<file path="src/rtl/mem_bus_arbiter_pkg.sv">
// Shared encodings for the unified-SRAM bus arbiter: FSM states, the
// full-word byte-enable pattern and the stall-vector bit positions that
// mark ownership of each port's result.
package mem_bus_arbiter_pkg;

  localparam logic [1:0] ARB_IDLE  = 2'd0;
  localparam logic [1:0] ARB_IBUSY = 2'd1;
  localparam logic [1:0] ARB_DBUSY = 2'd2;

  localparam logic [3:0] SEL_ALL = 4'hF;

  // Stall-vector bits that hold the stage owning each port's result.
  localparam int STALL_IF_ID  = 1;
  localparam int STALL_EX_MEM = 3;

endpackage

</file>
<file path="src/rtl/mem_bus_arbiter.sv">
// Arbitrates one single-port SRAM between instruction fetch and the MEM-stage
// data port. Each access takes SRAM_LAT busy cycles followed by one mandatory
// idle (turnaround) cycle. A per-port done flag holds the captured result and
// blocks re-issue until the owning pipeline stage advances.
module mem_bus_arbiter
  import mem_bus_arbiter_pkg::*;
#(
  parameter int SRAM_LAT = 2,
  parameter int CNT_W    = 2
) (
  input  logic        clk,
  input  logic        rst,
  input  logic [5:0]  stall_i,
  input  logic        if_ce_i,
  input  logic [31:0] if_addr_i,
  output logic [31:0] if_data_o,
  output logic        if_stallreq_o,
  input  logic        mem_ce_i,
  input  logic        mem_we_i,
  input  logic [3:0]  mem_sel_i,
  input  logic [31:0] mem_addr_i,
  input  logic [31:0] mem_data_i,
  output logic [31:0] mem_data_o,
  output logic        mem_stallreq_o,
  output logic        bus_ce_o,
  output logic        bus_we_o,
  output logic [3:0]  bus_sel_o,
  output logic [31:0] bus_addr_o,
  output logic [31:0] bus_data_o,
  input  logic [31:0] bus_data_i
);

  localparam logic [CNT_W-1:0] CNT_LOAD = CNT_W'(SRAM_LAT - 1);
  localparam logic [CNT_W-1:0] CNT_ONE  = CNT_W'(1);

  logic [1:0]       state;
  logic [CNT_W-1:0] cnt;
  logic             i_done;
  logic             d_done;

  logic busy;
  logic complete;
  logic issue_d;
  logic issue_i;
  logic hold_if;
  logic hold_mem;

  // Only the two ownership bits of the stall vector matter here.
  logic unused_stall;
  assign unused_stall = ^{stall_i[5:4], stall_i[2], stall_i[0]};

  assign hold_if  = stall_i[STALL_IF_ID];
  assign hold_mem = stall_i[STALL_EX_MEM];

  assign busy     = (state == ARB_IBUSY) || (state == ARB_DBUSY);
  assign complete = busy && (cnt == '0);

  // Data wins over fetch: it belongs to the older instruction, and a stalled
  // fetch keeps the pipeline from advancing, so fetch cannot starve.
  assign issue_d = (state == ARB_IDLE) && mem_ce_i && !d_done;
  assign issue_i = (state == ARB_IDLE) && !issue_d && if_ce_i && !i_done;

  // Stall until the completion cycle of this port's access, or while a
  // request has not been served yet; never during reset.
  assign if_stallreq_o  = !rst && if_ce_i && !i_done &&
                          !((state == ARB_IBUSY) && (cnt == '0));
  assign mem_stallreq_o = !rst && mem_ce_i && !d_done &&
                          !((state == ARB_DBUSY) && (cnt == '0));

  // FSM, wait counter, done flags and bus strobes.
  always_ff @(posedge clk) begin
    if (rst) begin
      state    <= ARB_IDLE;
      cnt      <= '0;
      i_done   <= 1'b0;
      d_done   <= 1'b0;
      bus_ce_o <= 1'b0;
      bus_we_o <= 1'b0;
    end else begin
      // A done flag survives only while its owning stage is held; an
      // advancing stage consumes the result, even on the completion edge.
      if (!hold_if)  i_done <= 1'b0;
      if (!hold_mem) d_done <= 1'b0;
      case (state)
        ARB_IDLE: begin
          if (issue_d) begin
            bus_ce_o <= 1'b1;
            bus_we_o <= mem_we_i;
            cnt      <= CNT_LOAD;
            state    <= ARB_DBUSY;
          end else if (issue_i) begin
            bus_ce_o <= 1'b1;
            bus_we_o <= 1'b0;
            cnt      <= CNT_LOAD;
            state    <= ARB_IBUSY;
          end
        end
        ARB_IBUSY, ARB_DBUSY: begin
          if (cnt != '0) begin
            cnt <= cnt - CNT_ONE;
          end else begin
            if (state == ARB_IBUSY) i_done <= hold_if;
            else                    d_done <= hold_mem;
            bus_ce_o <= 1'b0;
            bus_we_o <= 1'b0;
            state    <= ARB_IDLE;
          end
        end
        default: state <= ARB_IDLE;
      endcase
    end
  end

  // Bus address/data/byte-enable latching and result capture.
  always_ff @(posedge clk) begin
    if (rst) begin
      bus_sel_o  <= '0;
      bus_addr_o <= '0;
      bus_data_o <= '0;
      if_data_o  <= '0;
      mem_data_o <= '0;
    end else begin
      if (issue_d) begin
        bus_sel_o  <= mem_sel_i;
        bus_addr_o <= mem_addr_i;
        bus_data_o <= mem_data_i;
      end else if (issue_i) begin
        bus_sel_o  <= SEL_ALL;
        bus_addr_o <= if_addr_i;
        bus_data_o <= '0;
      end
      if (complete) begin
        if (state == ARB_IBUSY) if_data_o  <= bus_data_i;
        else                    mem_data_o <= bus_we_o ? 32'h0 : bus_data_i;
      end
    end
  end

endmodule
</file>
<file path="config.mk">
export PLATFORM = sky130hd
export DESIGN_NAME = mem_bus_arbiter
export DESIGN_NICKNAME = d
export VERILOG_FILES = /design/src/rtl/mem_bus_arbiter_pkg.sv /design/src/rtl/mem_bus_arbiter.sv
export SDC_FILE = /design/constraint.sdc
export NUM_CORES = 1
export LEC_CHECK = 0
export ABC_CLOCK_PERIOD_IN_PS = 4000
export CAP_MARGIN = 20
export CORE_AREA = 2 2 96 144
export CTS_BUF_LIST = sky130_fd_sc_hd__clkbuf_16
export CTS_CLUSTER_DIAMETER = 30
export DETAILED_ROUTE_END_ITERATION = 6
export DIE_AREA = 0 0 98 146
export GPL_TIMING_DRIVEN = 0
export PLACE_DENSITY_LB_ADDON = 0.05
export SKIP_LAST_GASP = 1
export SYNTH_ARGS = -nofsm -noshare
export SYNTH_HDL_FRONTEND = slang
export SYNTH_SLANG_ARGS = --single-unit
</file>
<file path="constraint.sdc">
create_clock -name clk -period 4 [get_ports clk]
set_input_delay 0.8 -clock clk [delete_from_list [all_inputs] [get_ports clk]]
set_output_delay 0.8 -clock clk [all_outputs]
set_load 0.02 [all_outputs]
</file>
* Word-level counts from Yosys, hierarchy flattened *
Index checks and enable logic that the tools add are counted.

word-level totals
  bits in registers = 140
  input bits = 143
  output and inout bits = 136
  logic and storage cells = 79

operators by class
  $add $sub $neg = 1
  equality and inequality tests = 5
  mux-type cells = 29
  bitwise gates (word level) = 1
  reductions and logical operators = 32

operator list
  operator             count
  $mux 32              5
  $logic_and 1x1->1    14
  $mux 1               13
  $mux 2               5
  $mux 4               2
  $pmux 2 s2           2
  $logic_not 1->1      6
  $reduce_and 2->1     3
  $reduce_and 3->1     2
  $reduce_bool 2->1    3
  $logic_not 2->1      2
  $ne 2x2->1 const B   2
  $pmux 1 s2           2
  $ne 3x3->1 const B   1
  $eq 2x1->1 const B   1
  $eq 2x2->1 const B   1
  $reduce_or 2->1      1
  $sub 2x1->2 const B  1
  $logic_or 1x1->1     1
  $not 1->1            1

* Longest topological paths before layout *
Gate-level depths: netlist of the first run.

  depth after elaboration = 10
  depth in mapped cells = 8
  depth with buffers taken out = 6

* Worst setup path before layout of the first run *
OpenSTA, ideal clock, no wires.

  kind = input to output
  from = input rst
  to = output if_stallreq_o
  arrival = 1719 ps
  data required time = 3200 ps
  slack = 1481 ps
  stages on the path = 3
  path buffers = 2
  path through = buf_2 -> buf_1 -> a211oi_1

on the way
  cells in the longest elaborated chain, start to end = 4

RTL lines
  what                            RTL line               RTL
  start, declared                 mem_bus_arbiter.sv:12  input logic rst,
  $logic_not 1->1                 mem_bus_arbiter.sv:65  assign if_stallreq_o = !rst && if_ce_i && !i_done &&
  $logic_and 1x1->1 (3 in a row)  mem_bus_arbiter.sv:65
  end, declared                   mem_bus_arbiter.sv:17  output logic if_stallreq_o,

No other way between the ends.

* Worst setup path after layout of the first run *
  from = input mem_ce_i
  to = output mem_stallreq_o

on the way
  cells in the longest elaborated chain, start to end = 3

RTL lines
  what                            RTL line               RTL
  start, declared                 mem_bus_arbiter.sv:18  input logic mem_ce_i,
  $logic_and 1x1->1 (3 in a row)  mem_bus_arbiter.sv:67  assign mem_stallreq_o = !rst && mem_ce_i && !d_done &&
  end, declared                   mem_bus_arbiter.sv:24  output logic mem_stallreq_o,

No other way between the ends.

==> flow_metrics.tcl, run 1 <==
set metrics [dict create \
    outcome "finished clean" \
    worstHoldStart "mem_data_o[0]$_SDFFE_PP0P_" \
    synth_most_common_cell "dfxtp_1" \
    cp_max_fo 8 \
    yosysTopAreaCell "dfxtp_1" \
    htreeDepth 4 \
    rsz0062_at_grt "false" \
    leakage_nw 3.244 \
    synth_top_area_share 0.5105 \
    grt_pass1_wl_um 29300 \
    holdBufCountCts 0 \
    synth_common_cells "dfxtp_1 (140), nand2_1 (133), a21oi_1 (98)" \
    ys_seq_area_frac 0.5105 \
    die_x_um 98 \
    layout.nets 1076 \
    worst_pin_slew_ps 708.4 \
    finalWeightedCongestion 0.8199 \
    post_cts_resized 0 \
    clkLatencyLatePin_ps 420 \
    fin_skew_ps 8.646 \
    start_util 0.4238 \
    grt_use_total 0.2552 \
    finalSetupTns_ps 0 \
    worst_path_max_delay_cell "clkdlybuf4s50_1" \
    synth.ff_latch_count 140 \
    num_antenna_cells 0 \
    synth_flop_cell "dfxtp_1" \
    die_area_um2 14310 \
    synthCells 637 \
    fmax_ghz 0.3111 \
    cts_buffers 17 \
    cts_tree "yes" \
    place_inst 1069 \
    hold_viol 0 \
    port_buffers 273 \
    design_area_um2 8972 \
    path_cells "clkdlybuf4s50_1 -> nand2b_1 -> buf_2 -> a211oi_1 -> clkdlybuf4s50_1" \
    syn_area_um2 5490 \
    cp_common_cell "clkdlybuf4s50_1" \
    wl_per_cell_um 16.90 \
    syn-num-nets 784 \
    slew_headroom 0.5278 \
    antenna_left 0 \
    dieHeight_um 146 \
    worstSetupPathType "primary input to primary output" \
    globalRouteMet2Util 0.4630 \
    cp_data_arrival_time_ps 2410 \
    avgSynthCellArea_um2 8.619 \
    rows 51 \
    ir_drop_uv 406.7 \
    cts_buffer_depth 2 \
    via_per_inst 5.119 \
    ios 279 \
    place_hpwl_um 14110 \
    period_share 0.8036 \
    ys_top_cells_by_area "dfxtp_1 (51%), nand2_1 (9.1%), a21oi_1 (8.9%), a211oi_2 (5.9%), nor2_1 (5.1%)" \
    grt_most_used_layer "met2" \
    slew_violations 0 \
    crit_path_start "mem_ce_i" \
    area_growth_pct 63.42 \
    synth-edff-count 0 \
    grt_max_degree 17 \
    ys_async_sr_fraction 0 \
    grtUsageMet1 0.2689 \
    drt_drc_violations_left 0 \
    dr.pass1.iters 4 \
    critical_path_buf_inv_count 3 \
    instances_no_fill 1101 \
    fin_crit_ps 3215 \
    maxCapViolations 0 \
    critPathTopFamily "buffers and inverters" \
    power.total_mw 6.084 \
    grt_util_met3 0.06916 \
    cts_root_buffer "clkbuf_16" \
    hold_ws_ps 450.6 \
    worstPathRequired_ps 3200 \
    r2r_start "state[0]$_SDFFE_PP0P_" \
    endpoint_kind "primary output" \
    post-cts-setup-buffer-count 0 \
    cts.sinks 140 \
    drt_wl_total_um 18600 \
    hp-class "flop to flop" \
    setup_violations 0 \
    drt_iter0_drc 278 \
    path_clk_slew_ps 60 \
    grt_pass1_vias 5736 \
    num_vias 5636 \
    startpoint_type "primary input" \
    gr-total-overflow 0 \
    max_stage_delay_ps 670 \
    antenna_found_initial 0 \
    yosys_warnings 0 \
    drive_gt1_frac 0.09236 \
    power_density_nw_per_um2 678.0 \
    dpl_cell_area_um2 8422 \
    core_area_um2 12950 \
    ys_types 32 \
]
stage by stage:
stage	setup slack, ps	util
6_report	785.5	0.6926
5_1_grt	683.0	0.6926
4_1_cts	782.9	0.6926
3_5_place_dp	808.9	0.6502
3_3_place_gp	778.0	0.6502
2_1_floorplan	1481	-
worst paths after layout:
| check | to | slack (ps) | cells past startpoint |
|---|---|---|---|
| setup reg to reg | mem_data_o[3]$_SDFFE_PP0P_ | 2080 | 7 |
| setup / recovery | mem_stallreq_o | 790 | 5 |
| hold / removal | mem_data_o[0]$_SDFFE_PP0P_ | 450 | 2 |
| hold reg to reg | mem_data_o[0]$_SDFFE_PP0P_ | 450 | 2 |
cell families (layout without fill, tap and decap cells):
family | count (synthesis) | after routing | synth area share
and+or+nand+nor | 260 | 260 | 0.2085
DFF | 140 | 140 | 0.5105
buffers and inverters | 59 | 364 | 0.05242
AOI/OAI and AO/OA | 174 | 174 | 0.2195
adders and majority gates | 4 | 4 | 0.009116
registers in the layout (all words and copies together) (netlist names):
register	flops
state	2
mem_data_o	32
cnt	2
i_done	1
bus_addr_o	32
d_done	1
bus_ce_o	1
bus_data_o	32
if_data_o	32
bus_sel_o	4
bus_we_o	1
cell type report:
type,instances,area [um^2]
multi-input combinational,438,2400
buffer,55,272.8
fill,1063,3981
timing repair buffer,273,2733
tap,159,198.9
sequential,140,2803
inverter,4,15.01
clock inverter,15,125.1
clock buffer,17,425.4
report_power, final:
part | internal (mW) | switching [mW] | total (mW)
Clock | 0.852 | 0.618 | 1.47
Sequential | 1.73 | 0.177 | 1.91
Combinational | 1.19 | 1.52 | 2.71
Total | 3.77 | 2.32 | 6.08
per-layer routing:
layer	routed length [um]	up-vias
li1	-	2763
met1	6996	2607
met2	9701	224
met3	1283	42
met4	622	0
met5	0	-
cells in the final DEF (no fill, tap or decap), types with 2 or more instances in the layout:
cell             netlist  routed
a211oi_1               6       6
a211oi_2              26      26
a21oi_1               98      98
a22oi_1               37      37
and3_1                 2       2
buf_1                  5       5
buf_2                 20      20
buf_4                  5       5
buf_6                  3       3
clkbuf_1              22      22
clkbuf_16              0      17
clkdlybuf4s50_1        0     273
clkinv_2               0       3
clkinvlp_4             0       5
dfxtp_1              140     140
ha_1                   4       4
inv_1                  4       5
inv_6                  0       3
nand2_1              133     133
nand2b_1               4       4
nand3_1                2       2
nand3b_1              32      32
nor2_1                75      75
nor3_1                 4       4
nor3b_1                3       3
tightest hold or removal path, cell delays in order (launching register included):
cell	delay (ps)
dfxtp_1	300
nand2_1	50
a21oi_1	50
No activity file was read; power rests on OpenSTA's default activity.
==> run 2: changes to the inputs <==
--- a/config.mk
+++ b/config.mk
@@ -5,13 +5,13 @@
 export SDC_FILE = /design/constraint.sdc
 export NUM_CORES = 1
 export LEC_CHECK = 0
-export ABC_CLOCK_PERIOD_IN_PS = 4000
+export ABC_CLOCK_PERIOD_IN_PS = 2800
 export CAP_MARGIN = 20
-export CORE_AREA = 2 2 96 144
+export CORE_AREA = 2 2 104 157
 export CTS_BUF_LIST = sky130_fd_sc_hd__clkbuf_16
 export CTS_CLUSTER_DIAMETER = 30
 export DETAILED_ROUTE_END_ITERATION = 6
-export DIE_AREA = 0 0 98 146
+export DIE_AREA = 0 0 106 159
 export GPL_TIMING_DRIVEN = 0
 export PLACE_DENSITY_LB_ADDON = 0.05
 export SKIP_LAST_GASP = 1
==> constraint.sdc (replaced) <==
create_clock -name clk -period 2.8 [get_ports clk]
set_input_delay 0.56 -clock clk [delete_from_list [all_inputs] [get_ports clk]]
set_output_delay 0.56 -clock clk [all_outputs]
set_load 0.02 [all_outputs]
==> flow_metrics.tcl, run 2 (synthesized netlist as in run 1, its figures left out) <==
set metrics [dict create \
    cts.sinks 140 \
    cts_buffers 17 \
    core_area_um2 15480 \
    nFillCells 1419 \
    num_antenna_cells 0 \
    worstSetupPathType "primary input to primary output" \
    endpoint_kind "primary output" \
    port_buffers 273 \
    outcome "finished clean" \
    grt_max_degree 17 \
    leakage_nw 3.317 \
    hp-class "flop to flop" \
    die_area_um2 16850 \
    path_cells "clkdlybuf4s50_1 -> nand2b_1 -> a211oi_1 -> dlymetal6s2s_1" \
    worstPathRequired_ps 2240 \
    worst_slack_ps 449.0 \
    startpoint_type "primary input" \
    die_x_um 106 \
    start_util 0.3546 \
    grt_pass1_vias 5649 \
    grt_pass1_wl_um 29060 \
    grtUsageMet1 0.2259 \
    htreeDepth 4 \
    instances_no_fill 1145 \
    clkLatencyLatePin_ps 410 \
    dp_slack_ps 39.63 \
    fin_skew_ps 12.56 \
    power_density_nw_per_um2 982.6 \
    finalSetupTns_ps 0 \
    slew_headroom 0.5254 \
    ios 279 \
    finish.utilization 0.5878 \
    layout.nets 1076 \
    final_cell_mix "clkdlybuf4s50_1 (271), dfxtp_1 (140), nand2_1 (133)" \
    ir_drop_uv 553.9 \
    drt_iter0_drc 241 \
    antenna_found_initial 0 \
    grt_most_used_layer "met2" \
    period_share 0.8396 \
    fin_crit_ps 2351 \
    slew_violations 0 \
    globalRouteMet2Util 0.4035 \
    cts_buffer_depth 2 \
    finalWeightedCongestion 0.7933 \
    place_hpwl_um 14240 \
    cts_root_buffer "clkbuf_16" \
    area_growth_pct 65.79 \
    num_vias 5585 \
    multi_input_area_um2 2400 \
    place_inst 1113 \
    gr-total-overflow 0 \
    setup_violations 0 \
    drt_drc_violations_left 0 \
    hold_viol 0 \
    grt_use_total 0.2168 \
    max_stage_delay_ps 490 \
    fmax_ghz 0.4254 \
    via_per_inst 4.878 \
    cp_data_arrival_time_ps 1790 \
    path_clk_slew_ps 60 \
    power.total_mw 8.944 \
    holdBufCountCts 0 \
    mostFrequentLayoutCell "clkdlybuf4s50_1" \
    worst_pin_slew_ps 712.0 \
    cp_max_fo 5 \
    maxCapViolations 0 \
    wl_per_cell_um 16.21 \
    dr.pass1.iters 4 \
    cts_tree "yes" \
    dieHeight_um 159 \
    rsz0062_at_grt "false" \
    worst_path_max_delay_cell "clkdlybuf4s50_1" \
    antenna_left 0 \
    grt_util_met3 0.06795 \
    rows 56 \
    drt_wl_total_um 18560 \
    drive_gt1_frac 0.09130 \
    seqCellArea_um2 2803 \
]
-- run 2: stage by stage --
stage	instance area (um^2)	hold WS (ps)
after floorplan	5490	450.7
after global placement	8477	438.5
after detailed placement	8477	444.0
after CTS	9097	451.4
after global routing	9102	474.6
final	9102	447.3
-- run 2: path summary, 6_finish.rpt --
check,start,to,slack [ps],cells after the start
setup / recovery,if_ce_i,if_stallreq_o,450,4
hold / removal,mem_data_o[3]$_SDFFE_PP0P_,mem_data_o[3]$_SDFFE_PP0P_,450,2
setup reg to reg,state[0]$_SDFFE_PP0P_,if_data_o[29]$_SDFFE_PP0P_,930,6
hold reg to reg,mem_data_o[3]$_SDFFE_PP0P_,mem_data_o[3]$_SDFFE_PP0P_,450,2
-- run 2: cell type report --
| cell class | count | area share |
|---|---|---|
| Buffer | 55 | 0.02997 |
| Clock buffer | 17 | 0.04674 |
| Clock inverter | 15 | 0.02144 |
| Inverter | 4 | 0.001649 |
| Multi-Input combinational cell | 438 | 0.2636 |
| Sequential cell | 140 | 0.3079 |
| Tap cell | 203 | 0.02790 |
| Timing Repair Buffer | 273 | 0.3008 |
-- run 2: report_power, final --
| group | switching [mW] | internal (mW) | leakage, nW |
|---|---|---|---|
| sequential | 0.254 | 2.47 | 1.15 |
| combinational | 2.15 | 1.69 | 1.87 |
| clock | 0.884 | 1.49 | 0.305 |
| total | 3.29 | 5.66 | 3.32 |
-- run 2: metal layers --
metal  wire (um)  up-vias
li1            -     2757
met1        6952     2608
met2        9958      192
met3        1249       28
met4         402        0
met5           0        -
-- run 2: what timing repair did --
action,CTS,global route
setup endpoints to repair,0,2
gates resized for setup,0,2
setup buffers,0,0
-- run 2: worst max-delay path, delay by kind of cell --
| kind | cells | cell delay, ps |
|---|---|---|
| and+or+nand+nor | 1 | 190 |
| buffers and inverters | 2 | 770 |
| AOI/OAI and AO/OA | 1 | 260 |
